--- src/rtl/muldiv_unit.sv ---
// Iterative multiply/divide unit with HI/LO registers: one shift-add or
// restoring-divide bit per cycle, start/busy/done handshake, MT*/MF* access.
module muldiv_unit #(
  parameter int WIDTH = 32
) (
  input  logic             clk,
  input  logic             rst_n,
  input  logic             start,
  input  logic [5:0]       funct,
  input  logic [WIDTH-1:0] a,
  input  logic [WIDTH-1:0] b,
  output logic             busy,
  output logic             done,
  output logic             div_zero,
  output logic             illegal,
  output logic [WIDTH-1:0] hi,
  output logic [WIDTH-1:0] lo,
  output logic [WIDTH-1:0] rd_data
);
  localparam int CNT_W = $clog2(WIDTH) + 1;

  localparam logic [5:0] F_MFHI  = 6'b010000;
  localparam logic [5:0] F_MTHI  = 6'b010001;
  localparam logic [5:0] F_MFLO  = 6'b010010;
  localparam logic [5:0] F_MTLO  = 6'b010011;
  localparam logic [5:0] F_MULT  = 6'b011000;
  localparam logic [5:0] F_MULTU = 6'b011001;
  localparam logic [5:0] F_DIV   = 6'b011010;
  localparam logic [5:0] F_DIVU  = 6'b011011;

  typedef enum logic [1:0] {S_IDLE, S_RUN, S_FIX} state_e;

  state_e               state_q, state_d;
  logic [CNT_W-1:0]     cnt_q, cnt_d;
  logic [2*WIDTH-1:0]   acc_q, acc_d;
  logic [WIDTH-1:0]     rem_q, rem_d;
  logic [WIDTH-1:0]     opb_q, opb_d;
  logic                 is_div_q, is_div_d;
  logic                 neg_res_q, neg_res_d;
  logic                 neg_rem_q, neg_rem_d;
  logic                 dz_q, dz_d;
  logic [WIDTH-1:0]     hi_q, hi_d, lo_q, lo_d;
  logic                 done_q, done_d, divz_q, divz_d, ill_q, ill_d;

  // Operand conditioning: signed ops work on magnitudes, signs fixed up in FIX
  logic             sgn_op, sa, sb;
  logic [WIDTH-1:0] abs_a, abs_b;
  assign sgn_op = (funct == F_MULT) || (funct == F_DIV);
  assign sa     = sgn_op & a[WIDTH-1];
  assign sb     = sgn_op & b[WIDTH-1];
  assign abs_a  = sa ? -a : a;
  assign abs_b  = sb ? -b : b;

  // Multiply step: add multiplicand into upper half, shift whole product right
  logic [WIDTH:0] msum;
  assign msum = {1'b0, acc_q[2*WIDTH-1:WIDTH]} + (acc_q[0] ? {1'b0, opb_q} : {(WIDTH+1){1'b0}});

  // Restoring divide step; dividend/quotient share acc_q[WIDTH-1:0]
  logic [WIDTH:0] rem_sh, rdiff;
  logic           qbit;
  assign rem_sh = {rem_q, acc_q[WIDTH-1]};
  assign rdiff  = rem_sh - {1'b0, opb_q};
  assign qbit   = ~rdiff[WIDTH];

  logic [2*WIDTH-1:0] prod_fix;
  logic [WIDTH-1:0]   quo_fix, rem_fix;
  assign prod_fix = neg_res_q ? -acc_q : acc_q;
  assign quo_fix  = neg_res_q ? -acc_q[WIDTH-1:0] : acc_q[WIDTH-1:0];
  assign rem_fix  = neg_rem_q ? -rem_q : rem_q;

  always_comb begin
    state_d   = state_q;
    cnt_d     = cnt_q;
    acc_d     = acc_q;
    rem_d     = rem_q;
    opb_d     = opb_q;
    is_div_d  = is_div_q;
    neg_res_d = neg_res_q;
    neg_rem_d = neg_rem_q;
    dz_d      = dz_q;
    hi_d      = hi_q;
    lo_d      = lo_q;
    done_d    = 1'b0;
    divz_d    = 1'b0;
    ill_d     = 1'b0;
    case (state_q)
      S_IDLE: begin
        if (start) begin
          case (funct)
            F_MULT, F_MULTU, F_DIV, F_DIVU: begin
              state_d   = S_RUN;
              cnt_d     = '0;
              acc_d     = {{WIDTH{1'b0}}, abs_a};
              rem_d     = '0;
              opb_d     = abs_b;
              is_div_d  = (funct == F_DIV) || (funct == F_DIVU);
              neg_res_d = sa ^ sb;
              neg_rem_d = sa;
              dz_d      = ((funct == F_DIV) || (funct == F_DIVU)) && (b == '0);
            end
            F_MTHI:         hi_d  = a;
            F_MTLO:         lo_d  = a;
            F_MFHI, F_MFLO: ;
            default:        ill_d = 1'b1;
          endcase
        end
      end
      S_RUN: begin
        if (cnt_q == CNT_W'(WIDTH)) begin
          state_d = S_FIX;
        end else begin
          cnt_d = cnt_q + 1'b1;
          if (is_div_q) begin
            rem_d = qbit ? rdiff[WIDTH-1:0] : rem_sh[WIDTH-1:0];
            acc_d = {acc_q[2*WIDTH-1:WIDTH], acc_q[WIDTH-2:0], qbit};
          end else begin
            acc_d = {msum, acc_q[WIDTH-1:1]};
          end
        end
      end
      S_FIX: begin
        state_d = S_IDLE;
        done_d  = 1'b1;
        divz_d  = dz_q;
        if (is_div_q) begin
          // Divide by zero leaves |a| in the remainder, so the sign fix restores a
          hi_d = rem_fix;
          lo_d = dz_q ? {WIDTH{1'b1}} : quo_fix;
        end else begin
          hi_d = prod_fix[2*WIDTH-1:WIDTH];
          lo_d = prod_fix[WIDTH-1:0];
        end
      end
      default: state_d = S_IDLE;
    endcase
  end

  always_ff @(posedge clk or negedge rst_n) begin
    if (!rst_n) begin
      state_q   <= S_IDLE;
      cnt_q     <= '0;
      acc_q     <= '0;
      rem_q     <= '0;
      opb_q     <= '0;
      is_div_q  <= 1'b0;
      neg_res_q <= 1'b0;
      neg_rem_q <= 1'b0;
      dz_q      <= 1'b0;
      hi_q      <= '0;
      lo_q      <= '0;
      done_q    <= 1'b0;
      divz_q    <= 1'b0;
      ill_q     <= 1'b0;
    end else begin
      state_q   <= state_d;
      cnt_q     <= cnt_d;
      acc_q     <= acc_d;
      rem_q     <= rem_d;
      opb_q     <= opb_d;
      is_div_q  <= is_div_d;
      neg_res_q <= neg_res_d;
      neg_rem_q <= neg_rem_d;
      dz_q      <= dz_d;
      hi_q      <= hi_d;
      lo_q      <= lo_d;
      done_q    <= done_d;
      divz_q    <= divz_d;
      ill_q     <= ill_d;
    end
  end

  assign busy     = (state_q != S_IDLE);
  assign done     = done_q;
  assign div_zero = divz_q;
  assign illegal  = ill_q;
  assign hi       = hi_q;
  assign lo       = lo_q;
  assign rd_data  = (funct == F_MFHI) ? hi_q : lo_q;
endmodule

--- config.mk ---
export PLATFORM = sky130hd
export DESIGN_NAME = muldiv_unit
export DESIGN_NICKNAME = d
export VERILOG_FILES = /design/src/rtl/muldiv_unit.sv
export SDC_FILE = /design/constraint.sdc
export NUM_CORES = 1
export LEC_CHECK = 0
export ABC_AREA = 0
export ABC_CLOCK_PERIOD_IN_PS = 3590
export CORE_MARGIN = 8
export CORE_UTILIZATION = 35
export CTS_BUF_LIST = sky130_fd_sc_hd__clkbuf_2
export CTS_CLUSTER_DIAMETER = 150
export DETAILED_ROUTE_END_ITERATION = 8
export PLACE_DENSITY = 0.52
export SYNTH_ARGS = -nofsm -noshare
export SYNTH_HDL_FRONTEND = slang
export SYNTH_SLANG_ARGS = --single-unit
--- constraint.sdc ---
create_clock -name clk -period 3.59 [get_ports clk]
set_input_delay 0.718 -clock clk [delete_from_list [all_inputs] [get_ports clk]]
set_output_delay 0.718 -clock clk [all_outputs]
set_load 0.005 [all_outputs]
==> flow_metrics.env <==
export IMPL_status="finished, final reports clean"
export IMPL_final_common_cell="nand2_1"
export IMPL_min_path_type="in2reg"
export IMPL_regArea_mm2=0.005182
export IMPL_hold_viol_final=0
export IMPL_routedWlPerCell_um=20.37
export IMPL_final_period_utilization_pct=96.96
export IMPL_antenna_found_initial=3
export IMPL_wl_mm=59.38
export IMPL_first_pass_iters=5
export IMPL_fillers=4755
export IMPL_slowest_stage="or4_4"
export IMPL_cts_buffers=66
export IMPL_drc=0
export IMPL_period_needed_ps=3481
export IMPL_dpl_cell_area_mm2=0.01961
export IMPL_synth_seq_area_share_pct=31.44
export IMPL_worst_slew_pin_slew_ps=950.5
export IMPL_via_per_inst=5.509
export IMPL_rsz0062_at_grt="false"
export IMPL_dp_hpwl_mm=45.62
export IMPL_final_cell_area_mm2=0.02036
export IMPL_root_buffer="clkbuf_2"
export IMPL_die_w_um=233.0
export IMPL_leakage_nw=8.570
export IMPL_cts_tree="built"
export IMPL_crit_end="rd_data[16]"
export IMPL_yosysWarnings=0
export IMPL_clock_latency_ps=1010
export IMPL_p_per_area_mw_per_mm2=860.1
export IMPL_avgSynthCellArea_um2=8.194
export IMPL_layout_common_cells="nand2_1, o21ai_0, dfrtp_1"
export IMPL_syn2layout_area_growth_pct=23.53
export IMPL_worstPathMaxFanout=8
export IMPL_drive_gt1_share_pct=15.44
export IMPL_clk_path_buf_depth=3
export IMPL_start_util_pct=35.39
export IMPL_fmax_mhz=287.3
export IMPL_critPathLaunch="funct[5]"
export IMPL_cap_violations=0
export IMPL_die_y_um=233.0
export IMPL_cp_arrival_ps=2760
export IMPL_nets=2410
export IMPL_io_pin_count=173
export IMPL_ys_flop_type="dfrtp_1"
export IMPL_ant_nets=0
export IMPL_gp_congestion=0.9265
export IMPL_finish_utilization_pct=43.72
export IMPL_synth_ff_latch_count=207
export IMPL_synth_edf_count=0
export IMPL_end_kind="output pin"
export IMPL_reg2reg_depth=9
export IMPL_syn_area_mm2=0.01648
export IMPL_vias=16059
export IMPL_rrSetupSlack_ps=210
export IMPL_grt_overflow_total=0
export IMPL_dieArea_mm2=0.05428
export IMPL_clkTransAtPathRegs_ps=90
export IMPL_synth_async_reset_ratio_pct=100.0
export IMPL_worst_setup_path_start_kind="primary input"
export IMPL_grt_usage_pct=21.52
export IMPL_cp_slowest_stage_delay_ps=530
export IMPL_grt_pass1_vias=16007
export IMPL_htreeDepth=3
export IMPL_skew_ps=125.5
export IMPL_multi_input_area_mm2=0.01067
export IMPL_synth_cells=2011
export IMPL_core_mm2=0.04656
export IMPL_mappedNetlistNets=2156
export IMPL_place_inst=2792
export IMPL_grt_pass1_wl_mm=92.00
export IMPL_drtIter0Drc=932
export IMPL_ys_types=74
export IMPL_worstPathRequired_ps=2870
export IMPL_critical_path_class="in2out"
export IMPL_grt_max_degree=80
export IMPL_final_instance_count_excl_fill=2915
export IMPL_portBuffers=172
export IMPL_num_rows=79
export IMPL_max_vdd_ir_drop_mv=0.4047
export IMPL_drv_slew=0
export IMPL_reg2reg_to="hi[31]"
export IMPL_regToRegStartpoint="rem_q[2]"
export IMPL_crit_chain="dlygate4sd2_1 > or3b_4 > or4_4 > buf_6 > buf_12 > buf_12 > mux2_4 > buf_6"
export IMPL_setup_viol=0
export IMPL_max_slew_margin_pct=36.05
export IMPL_cts_sinks=207
[logic make-up (layout without fill, tap and decap cells)]
group	count (synthesis)	after routing	share of synthesized area (%)
XOR/XNOR	206	206	10.95
AND/OR/NAND/NOR	634	634	18.09
other	0	3	0
adder cells (fa/ha/maj)	72	72	5.558
multiplexers	113	113	7.236
flip-flops	207	207	31.44
AO/OA/AOI/OAI	590	590	22.37
buffers and inverters	189	483	4.358
[metal layers]
metal	routed length, µm	vias to the layer above	track usage [%]
met4	1912	0	7.703
met1	26150	7595	27.45
met5	0	-	0
met3	3472	121	4.250
met2	27850	507	35.80
li1	-	7836	-
[worst max-delay path: cells and delay by family]
family | cells | cell delay (ps)
AND/OR/NAND/NOR | 2 | 940
buffers and inverters | 5 | 790
multiplexers | 1 | 310
[through the flow]
stage	hold slack, ps	setup WS (ps)	setup TNS [ps]	power, mW
2_1_floorplan	422.4	423.1	0	11.25
3_3_place_gp	465.0	-212.9	-5985	15.35
3_5_place_dp	470.4	-221.8	-6386	15.49
4_1_cts	39.75	30.99	0	17.55
5_1_grt	133.2	12.74	0	19.02
6_report	188.4	109.0	0	17.51
[power breakdown]
part	switching [mW]	total (mW)	internal [mW]	leakage (nW)
Clock	1.16	2.12	0.954	0.457
Combinational	5.85	10.7	4.89	5.62
Sequential	1.32	4.64	3.32	2.49
[layout make-up]
type                    instances  share of cell area [%]
clock buffers                  90                   2.213
multi-input cells            1615                   52.42
repair buffers                316                   14.17
clock inverters                18                  0.8605
inverters                      59                   1.106
diodes                          3                 0.03688
flip-flops and latches        207                   25.46
well taps                     607                   3.731
[what timing repair did]
action,in CTS,in global routing
cloned,3,0
setup endpoints to repair,32,14
setup buffers,5,3
hold buffers,1,0
endpoints found under the hold margin,75,0
gates resized for setup,117,10
pin swaps,2,4
[synth_stat cells (30+ instances only)]
library cell / count / area (µm²)
nand2_1: 239 / 897.1
o21ai_0: 229 / 1146
dfrtp_1: 207 / 5180
nor2_1: 129 / 484.2
xor2_1: 122 / 1069
clkbuf_1: 116 / 435.4
a21oi_1: 114 / 570.6
xnor2_1: 84 / 735.7
nand3_1: 80 / 400.4
ha_1: 70 / 875.8
mux2i_1: 64 / 640.6
inv_1: 58 / 217.7
mux2_2: 49 / 551.8
o31ai_1: 34 / 255.2
a32oi_1: 33 / 289.0
nor3_1: 30 / 150.1
or3_1: 30 / 187.7
[sequential cells by signal (all words and copies together), names as in the netlist, 2 cells and up]
name and count:
state_q 2, acc_q 64, rem_q 32, lo 32
cnt_q 6, opb_q 32, hi 32
[how the worst min path moves through the flow]
stage | startpoint | endpoint | slack [ps] | depth (start not counted)
floorplan | rst_n | acc_q[0] | 420 | 0
global placement | opb_q[4] | opb_q[4] | 460 | 2
detailed placement | opb_q[4] | opb_q[4] | 470 | 2
CTS | funct[5] | illegal | 40 | 3
global route | funct[5] | illegal | 130 | 3
finish | funct[5] | illegal | 190 | 3
(Power assumes the default switching activity.)
